## src/rtl/gemm_result_collector_if.sv

```systemverilog
// Bus between the systolic-array output stage, the result collector and its consumer.
// Optional row tagging (result_row, matrix_done) exists only with GEMM_RESULT_COLLECTOR_ROW_TAG_EN.
interface gemm_result_collector_if #(
    parameter int SA_SIZE                = 3,
    parameter int WEIGHT_ACTIVATION_SIZE = 8,
    parameter int FIFO_DEPTH             = 4
);
    // Result side is valid/ready: a vector transfers on any rising clk edge where
    // result_valid and result_ready are both high. result_valid and result_data never
    // change while result_valid=1 and result_ready=0, and result_valid does not wait
    // for result_ready.
    logic [SA_SIZE-1:0][WEIGHT_ACTIVATION_SIZE-1:0] sa_outputs;
    logic                                           sa_output_valid;
    logic                                           capture_en;
    logic [SA_SIZE-1:0][WEIGHT_ACTIVATION_SIZE-1:0] result_data;
    logic                                           result_valid;
    logic                                           result_ready;
    logic [$clog2(FIFO_DEPTH):0]                    fifo_count;
    logic                                           overflow;
    logic                                           dbg_state;
`ifdef GEMM_RESULT_COLLECTOR_ROW_TAG_EN
    logic [$clog2(SA_SIZE)-1:0]                     result_row;
    logic                                           matrix_done;
`endif

    modport master (
        output sa_outputs, sa_output_valid, capture_en, result_ready,
        input  result_data, result_valid, fifo_count, overflow, dbg_state
`ifdef GEMM_RESULT_COLLECTOR_ROW_TAG_EN
        , input result_row, matrix_done
`endif
    );

    modport slave (
        input  sa_outputs, sa_output_valid, capture_en, result_ready,
        output result_data, result_valid, fifo_count, overflow, dbg_state
`ifdef GEMM_RESULT_COLLECTOR_ROW_TAG_EN
        , output result_row, matrix_done
`endif
    );
endinterface

```

## src/rtl/gemm_result_collector.sv

```systemverilog
// Captures systolic-array output vectors into a small FIFO and streams them out on valid/ready.
// Define GEMM_RESULT_COLLECTOR_ROW_TAG_EN to tag each vector with its row index within the matrix.
module gemm_result_collector #(
    parameter int SA_SIZE                = 3,
    parameter int WEIGHT_ACTIVATION_SIZE = 8,
    parameter int FIFO_DEPTH             = 4
) (
    input  logic                  clk,
    input  logic                  resetn,
    gemm_result_collector_if.slave bus
);
    localparam int AW = $clog2(FIFO_DEPTH);
    localparam int CW = AW + 1;

    typedef logic [SA_SIZE-1:0][WEIGHT_ACTIVATION_SIZE-1:0] vec_t;
    typedef enum logic {WAIT_VALID = 1'b0, STREAM = 1'b1} state_t;

    state_t        state;
    vec_t          mem [FIFO_DEPTH];
    logic [AW-1:0] wr_ptr;
    logic [AW-1:0] rd_ptr;
    logic [CW-1:0] count;
    logic          ovf;

    logic push_req;
    logic pop;
    logic full;
    logic do_push;

    // The first valid cycle only arms STREAM, so it is never captured.
    assign push_req = (state == STREAM) && bus.sa_output_valid && bus.capture_en;
    assign pop      = (count != '0) && bus.result_ready;
    assign full     = (count == CW'(FIFO_DEPTH));
    assign do_push  = push_req && (!full || pop);

    always_ff @(posedge clk or negedge resetn) begin
        if (!resetn) begin
            state  <= WAIT_VALID;
            wr_ptr <= '0;
            rd_ptr <= '0;
            count  <= '0;
            ovf    <= 1'b0;
        end else begin
            case (state)
                WAIT_VALID: if (bus.sa_output_valid) state <= STREAM;
                STREAM:     if (!bus.sa_output_valid) state <= WAIT_VALID;
                default:    state <= WAIT_VALID;
            endcase
            if (do_push) wr_ptr <= wr_ptr + AW'(1);
            if (pop)     rd_ptr <= rd_ptr + AW'(1);
            if (do_push && !pop)      count <= count + CW'(1);
            else if (!do_push && pop) count <= count - CW'(1);
            if (push_req && !do_push) ovf <= 1'b1;
        end
    end

    // Storage is cleared on reset so result_data reads zero and no stale vector survives.
    always_ff @(posedge clk or negedge resetn) begin
        if (!resetn) begin
            for (int i = 0; i < FIFO_DEPTH; i++) mem[i] <= '0;
        end else if (do_push) begin
            mem[wr_ptr] <= bus.sa_outputs;
        end
    end

    assign bus.result_data  = mem[rd_ptr];
    assign bus.result_valid = (count != '0);
    assign bus.fifo_count   = count;
    assign bus.overflow     = ovf;
    assign bus.dbg_state    = state;

`ifdef GEMM_RESULT_COLLECTOR_ROW_TAG_EN
    localparam int RW = $clog2(SA_SIZE);

    logic [RW-1:0] row_cnt;
    logic [RW-1:0] tag_mem [FIFO_DEPTH];

    // Dropped vectors still consume a row slot so tags stay aligned with the matrix.
    always_ff @(posedge clk or negedge resetn) begin
        if (!resetn) begin
            row_cnt <= '0;
        end else if (state == STREAM && !bus.sa_output_valid) begin
            row_cnt <= '0;
        end else if (push_req) begin
            row_cnt <= (row_cnt == RW'(SA_SIZE - 1)) ? '0 : row_cnt + RW'(1);
        end
    end

    always_ff @(posedge clk or negedge resetn) begin
        if (!resetn) begin
            for (int i = 0; i < FIFO_DEPTH; i++) tag_mem[i] <= '0;
        end else if (do_push) begin
            tag_mem[wr_ptr] <= row_cnt;
        end
    end

    assign bus.result_row  = tag_mem[rd_ptr];
    assign bus.matrix_done = pop && (tag_mem[rd_ptr] == RW'(SA_SIZE - 1));
`endif
endmodule

```

## src/flat_wrapper.sv

```systemverilog
// flat-port wrapper written by rule: the top's interface ports become plain ports
module gemm_result_collector_flat 
#(
    parameter int SA_SIZE                = 3,
    parameter int WEIGHT_ACTIVATION_SIZE = 8,
    parameter int FIFO_DEPTH             = 4
)
  (clk, resetn, bus_sa_outputs, bus_sa_output_valid, bus_capture_en, bus_result_ready, bus_result_data, bus_result_valid, bus_fifo_count, bus_overflow, bus_dbg_state);
  gemm_result_collector_if #(.SA_SIZE(SA_SIZE), .WEIGHT_ACTIVATION_SIZE(WEIGHT_ACTIVATION_SIZE), .FIFO_DEPTH(FIFO_DEPTH)) bus_i ();
  input  logic clk;
  input  logic resetn;
  input wire logic [$bits(bus_i.sa_outputs)-1:0] bus_sa_outputs;
  input wire logic [$bits(bus_i.sa_output_valid)-1:0] bus_sa_output_valid;
  input wire logic [$bits(bus_i.capture_en)-1:0] bus_capture_en;
  input wire logic [$bits(bus_i.result_ready)-1:0] bus_result_ready;
  output wire logic [$bits(bus_i.result_data)-1:0] bus_result_data;
  output wire logic [$bits(bus_i.result_valid)-1:0] bus_result_valid;
  output wire logic [$bits(bus_i.fifo_count)-1:0] bus_fifo_count;
  output wire logic [$bits(bus_i.overflow)-1:0] bus_overflow;
  output wire logic [$bits(bus_i.dbg_state)-1:0] bus_dbg_state;
  assign bus_i.sa_outputs = bus_sa_outputs;
  assign bus_i.sa_output_valid = bus_sa_output_valid;
  assign bus_i.capture_en = bus_capture_en;
  assign bus_i.result_ready = bus_result_ready;
  assign bus_result_data = bus_i.result_data;
  assign bus_result_valid = bus_i.result_valid;
  assign bus_fifo_count = bus_i.fifo_count;
  assign bus_overflow = bus_i.overflow;
  assign bus_dbg_state = bus_i.dbg_state;
  gemm_result_collector #(.SA_SIZE(SA_SIZE), .WEIGHT_ACTIVATION_SIZE(WEIGHT_ACTIVATION_SIZE), .FIFO_DEPTH(FIFO_DEPTH)) u_core (.clk(clk), .resetn(resetn), .bus(bus_i));
endmodule
```

## config.mk

```make
export PLATFORM = sky130hd
export DESIGN_NAME = gemm_result_collector_flat
export DESIGN_NICKNAME = d
export VERILOG_FILES = /design/src/rtl/gemm_result_collector_if.sv /design/src/rtl/gemm_result_collector.sv /design/src/flat_wrapper.sv
export SDC_FILE = /design/constraint.sdc
export NUM_CORES = 1
export LEC_CHECK = 0
export CELL_PAD_IN_SITES_DETAIL_PLACEMENT = 0
export CELL_PAD_IN_SITES_GLOBAL_PLACEMENT = 1
export CORE_ASPECT_RATIO = 0.6
export CORE_MARGIN = 2
export CORE_UTILIZATION = 40
export CTS_BUF_LIST = sky130_fd_sc_hd__clkbuf_4
export CTS_CLUSTER_DIAMETER = 80
export DETAILED_ROUTE_END_ITERATION = 10
export PLACE_DENSITY_LB_ADDON = 0.1
export SYNTH_ARGS = -nofsm -noshare
export SYNTH_HDL_FRONTEND = slang
export SYNTH_SLANG_ARGS = --single-unit
```

## constraint.sdc

```tcl
create_clock -name clk -period 2.19 [get_ports clk]
set_input_delay 0.438 -clock clk [delete_from_list [all_inputs] [get_ports clk]]
set_output_delay 0.438 -clock clk [all_outputs]
set_load 0.005 [all_outputs]
```

# Yosys cells after proc, flatten, opt, wreduce, memory -nomap -nowiden

Cells that the tools add are included.

Equality and inequality tests: 1
Multipliers: 0
Bitwise operators: 2
Add/subtract/negate cells: 4
Divide/modulo/power cells: 0
Reduce and logical (&&, ||, !) cells: 14
Muxes and demuxes: 9
$lt $le $gt $ge: 3
Shifts and indexed selects: 0

Operators with widths:

| cell                                                                  | count |
|---|---|
| 96-bit bitwise mux                                                    | 1 |
| 24-bit 2-to-1 mux                                                     | 3 |
| 24-bit binary-select mux with 2-bit select                            | 1 |
| 24-bit demux with 2-bit select                                        | 1 |
| 1-bit logical AND                                                     | 8 |
| 3-bit greater-or-equal comparator (second input constant)             | 2 |
| 3-bit 2-to-1 mux                                                      | 2 |
| 2-bit inverter with 3-bit output                                      | 2 |
| 2-bit by 1-bit adder with 2-bit output (second input constant)        | 2 |
| 3-bit by 1-bit adder with 3-bit output (second input constant)        | 1 |
| 3-bit equality test (second input constant)                           | 1 |
| 1-bit zero test                                                       | 3 |
| 3-bit by 1-bit < comparator with 1-bit output (second input constant) | 1 |
| 3-bit nonzero test                                                    | 1 |
| 3-bit by 1-bit subtractor with 3-bit output (second input constant)   | 1 |
| 2-bit nonzero test                                                    | 1 |
| 1-bit logical OR                                                      | 1 |
| 1-bit 2-to-1 mux                                                      | 1 |

Bits in registers: 105
Word-level logic and storage cells: 50
Memory bits (read-only): 0
Memories: 0
Input bits: 29
Memory bits (writable): 0
Output and inout bits: 30
Bits in latches: 0

# Logic depth before layout (Yosys ltp)

Depth in word-level cells: 8
Mapped depth: 9
Depth with buffers taken out: 8

# Worst setup path after synthesis

OpenSTA, ideal clock, no wires.

Kind: register to register
From: register u_core.count[0] (netlist: u_core.bus.fifo_count[0])
To: register u_core.count[1] (netlist: u_core.bus.fifo_count[1])
Slack: -166 ps
Period minus slack after synthesis: 2356 ps
Stages on the path, launching flop included: 8
Path buffers: 1
Arrival time: 2231 ps
Library setup time: 125 ps
Required time: 2065 ps
Cell sequence: dfrtp_1 -> or4b_1 -> buf_6 -> and2_2 -> ha_1 -> inv_1 -> fa_1 -> mux2_2

Word-level cells in the longest chain between the ends: 7
Elaborated cells on any way between the ends: 15
Classes of those cells: 2 x add/sub; 1 x eq/ne; 2 x mux; 10 x reduce/logical

Ends and longest elaborated chain:

| item                                                      | RTL line                                                 | text |
|---|---|---|
| start: declaration                                        | gemm_result_collector.sv:22                              | `logic [CW-1:0] count;` |
| start signal: assignment                                  | gemm_result_collector.sv:51                              | `if (do_push && !pop) count <= count + CW'(1);` |
| start signal: assignment                                  | gemm_result_collector.sv:52                              | `else if (!do_push && pop) count <= count - CW'(1);` |
| 3-bit equality test or 3-bit nonzero test (tied branches) | gemm_result_collector.sv:33, gemm_result_collector.sv:32 |  |
| 1-bit zero test or 1-bit logical AND (tied branches)      | gemm_result_collector.sv:34, gemm_result_collector.sv:32 |  |
| 1-bit logical OR (*)                                      | gemm_result_collector.sv:34                              | `assign do_push = push_req && (!full \|\| pop);` |
| 1-bit logical AND (*)                                     | gemm_result_collector.sv:34                              |  |
| named net u_core.do_push                                  | gemm_result_collector.sv:28                              | `logic do_push;` |
| 1-bit zero test                                           | gemm_result_collector.sv:52                              |  |
| 1-bit logical AND                                         | gemm_result_collector.sv:52                              |  |
| 2-bit nonzero test (no source line)                       | --                                                       |  |

Mark *: on every way through the listed nets, which the timed path passes. The rest lies on a longest branch. The select of a mux whose other input is x is not followed.
A chain may end at the register's enable or synchronous reset.

# Worst setup path after layout

From: register u_core.rd_ptr[0]
To: output bus_result_data[12]

Word-level cells in the longest chain between the ends: 4

Ends and longest elaborated chain:

| item                                                   | RTL line                    | text |
|---|---|---|
| start: declaration                                     | gemm_result_collector.sv:21 | `logic [AW-1:0] rd_ptr;` |
| start signal: assignment                               | gemm_result_collector.sv:50 | `if (pop) rd_ptr <= rd_ptr + AW'(1);` |
| 2-bit inverter with 3-bit output (not written as such) | gemm_result_collector.sv:66 | `assign bus.result_data = mem[rd_ptr];` |
| 24-bit binary-select mux with 2-bit select             | gemm_result_collector.sv:66 |  |
| 24-bit 2-to-1 mux (not written as such) (2 in a row)   | gemm_result_collector.sv:66 |  |
| end: declaration                                       | flat_wrapper.sv:16          | `output wire logic [$bits(bus_i.result_data)-1:0] bus_result_data;` |

Every way passes these cells. The select of a mux whose other input is x is not followed.

==> flow_metrics.tcl <==
set metrics [dict create \
    drv_slew 0 \
    worst_slack_ns -0.08097 \
    worst_clock_skew_ns 0.02242 \
    syn2layout_area_growth_pct 24.57 \
    synthTopCellsByArea "dfrtp_1 (52%), mux2_4 (24%), mux4_2 (11%), mux2_2 (3.8%), buf_12 (3.2%)" \
    p_clk_frac 0.124 \
    synth_top_family_by_area "multiplexers" \
    grt_usage 0.1587 \
    r2r_setup_slack_ns 0.05 \
    synth_edf_count 0 \
    setup_viol 8 \
    synth_nets 307 \
    startpoint_type "register" \
    cell_internal_pwr_mw 6.265 \
    drive_above_1_share 0.5816 \
    gp_congestion 0.7212 \
    core_um2 12180 \
    yosys.area_share.adder 0.01635 \
    clk_latency_ns 0.45 \
    max_freq_ghz 0.4403 \
    min_path_type "primary input to register" \
    antenna_found_initial 0 \
    ant_nets 0 \
    drc 0 \
    muxShareOfSynthArea 0.3827 \
    ys_types 24 \
    routed_wl_um 9974 \
    drt_first_iter_violations 105 \
    dr.pass1.iters 4 \
    ys_ff_latch 105 \
    min_from "bus_sa_output_valid" \
    fin_hold_ws_ns 0.4276 \
    fin_crit_sh 1.037 \
    tightest_slew_ns 0.4357 \
    netlist_area_um2 5051 \
    finish.net_count 412 \
    synth.most_common_cell "dfrtp_1" \
    multiInputGateArea_um2 2217 \
    cap_violations 0 \
    dp_hpwl_um 6479 \
    grt_start_max_net_pins 63 \
    yosys-top-cells-count "dfrtp_1 (105), mux2_4 (80), mux4_2 (24)" \
    fill_cells 1047 \
    num_antenna_cells 0 \
    path_clk_slew_ns 0.15 \
    pwr-share-seq 0.388 \
    p_leak_nw 3.058 \
    netlist.area_leader.share 0.5202 \
    synth_flop_cell "dfrtp_1" \
    worstSetupPathType "register to output pin" \
    cp_data_arrival_time_ns 1.83 \
    yosys.area.top_type "dfrtp_1" \
    port-buffer-count 58 \
    maxSlewHeadroom 0.7095 \
    min_path_cells 1 \
    ys_warn_count 0 \
    reg2reg_depth 7 \
    status "finished, violations left" \
    worst-path-max-fanout 7 \
    hold-path-endpoint "u_core.bus.dbg_state" \
    dieArea_um2 13570 \
    ios 59 \
    synthXorXnorAreaFrac 0.01040 \
    overflow 0 \
    vdd_ir_drop_max_mv 0.4518 \
    rsz0062_at_grt "yes" \
    async_flop_share 1.000 \
    vias 2662 \
    initial_core_util 0.4147 \
    htreeDepth 3 \
    grt_pass1_wl_um 16350 \
    vias_per_cell 4.884 \
    crit_required_ns 1.75 \
    seqCellArea_um2 2629 \
    dp_worst_setup_slack_ns -0.3779 \
    dieWidth_um 149.1 \
    synth_seq_area_share 0.5202 \
    die_h_um 91.05 \
    cts_sinks 105 \
    reg2reg_to "u_core.bus.fifo_count[1]" \
    worstReg2RegStart "u_core.bus.fifo_count[0]" \
    fin_crit_ns 2.271 \
    cts_tree "done" \
    synth-compound-area-share 0.002477 \
    power_switching_mw 2.482 \
    switching_share 0.2838 \
    syn_inst 272 \
    syn_avg_cell_area_um2 18.57 \
    hold_viol_final 0 \
    cts_root_buf "clkbuf_4" \
    post-route-util 0.5166 \
    critPathCaptureType "output pin" \
    wl_per_cell_um 18.30 \
    synth_simple_gate_area_frac 0.02353 \
    pwr_density_cell_nw_per_um2 1390 \
    rows 31 \
    share_comb_of_total_power 0.488 \
    grt_pass1_vias 2840 \
    violations "negative setup slack" \
    clockBufferDepth 2 \
    numCtsBuffers 9 \
]
==> power groups by stage <==
stage	logic (mW)	clock network, mW	registers (mW)
2_1_floorplan	2.59	0	3.25
3_3_place_gp	4.09	0	3.41
3_5_place_dp	4.15	0	3.41
4_1_cts	4.15	1.14	3.38
5_1_grt	4.59	1.22	3.50
6_report	4.27	1.09	3.39
==> area by class of cell <==
class / instances / area share
sequential: 105 / 0.4178
inverter: 4 / 0.002386
multi-input combinational: 147 / 0.3524
timing repair buffer: 110 / 0.1710
clock inverter: 5 / 0.01293
clock buffer: 9 / 0.01074
tap: 165 / 0.03281
==> kinds of logic (layout without fill, tap and decap cells) <==
group           after synthesis  count (layout)
buf+inv                      20             128
mux                         121             121
xor+xnor                      6               6
fa+ha+maj                     6               6
flops                       105             105
simple gates                 12              12
compound gates                2               2
==> flip-flops by register name (all words and copies together) (netlist names) <==
signal,count
u_core.mem,96
u_core.bus.overflow,1
u_core.bus.fifo_count,3
u_core.rd_ptr,2
u_core.wr_ptr,2
u_core.bus.dbg_state,1
==> placed cells by master (no fill, tap or decap), types with 9 or more instances in the layout <==
cell             Yosys  routed
buf_4                0      29
buf_6                2      15
dfrtp_1            105     104
mux2_2              17      17
buf_2                3      19
mux2_4              80      80
buf_12               8      12
mux4_2              24      24
clkdlybuf4s50_1      0      32
clkbuf_4             0       9
==> how the worst max path moves through the flow <==
stage | start | end | slack, ns | cells after the start
after global routing | u_core.rd_ptr[0] | bus_result_data[5] | -0.17 | 5
after floorplan | bus_result_ready | u_core.bus.fifo_count[1] | -0.04 | 7
after global placement | bus_result_ready | u_core.bus.fifo_count[1] | -0.34 | 7
after CTS | u_core.rd_ptr[0] | bus_result_data[12] | -0.25 | 6
final | u_core.rd_ptr[0] | bus_result_data[12] | -0.08 | 5
after detailed placement | bus_result_ready | u_core.bus.fifo_count[1] | -0.38 | 7
==> critical path, cell delays in order (launching register included) <==
cell and delay [ns]:
dfrtp_2 0.45, buf_6 0.13, buf_12 0.14, buf_6 0.11
mux4_2 0.43, buf_6 0.14
==> through the flow <==
step                      instance area, um2  std cells   TNS, ns  power (mW)
final                                   6292        545   -0.4817       8.747
after global routing                    6292        545    -2.126       9.300
after CTS                               6217        537    -1.756       8.672
after detailed placement                5981        507    -17.11       7.557
after global placement                  5981        507    -14.39       7.502
after floorplan                         5072        272  -0.03845       5.844
==> metal layers <==
layer  up-vias  part of all wire  track usage
li1       1207                 -            -
met1      1398              0.49       0.2377
met2        45              0.45       0.2216
met3        12             0.041      0.04673
met4         0             0.013      0.04683
met5         -                 0            0
==> what timing repair did <==
| item | 4_1_cts | 5_1_grt |
|---|---|---|
| endpoints found under the hold margin | 29 | 0 |
| gates resized for setup | 105 | 10 |
| setup endpoints to repair | 25 | 24 |
| setup buffers | 14 | 10 |
| gates cloned | 1 | 0 |
| hold buffers | 1 | 0 |
No activity file was read; power rests on OpenSTA's default activity.
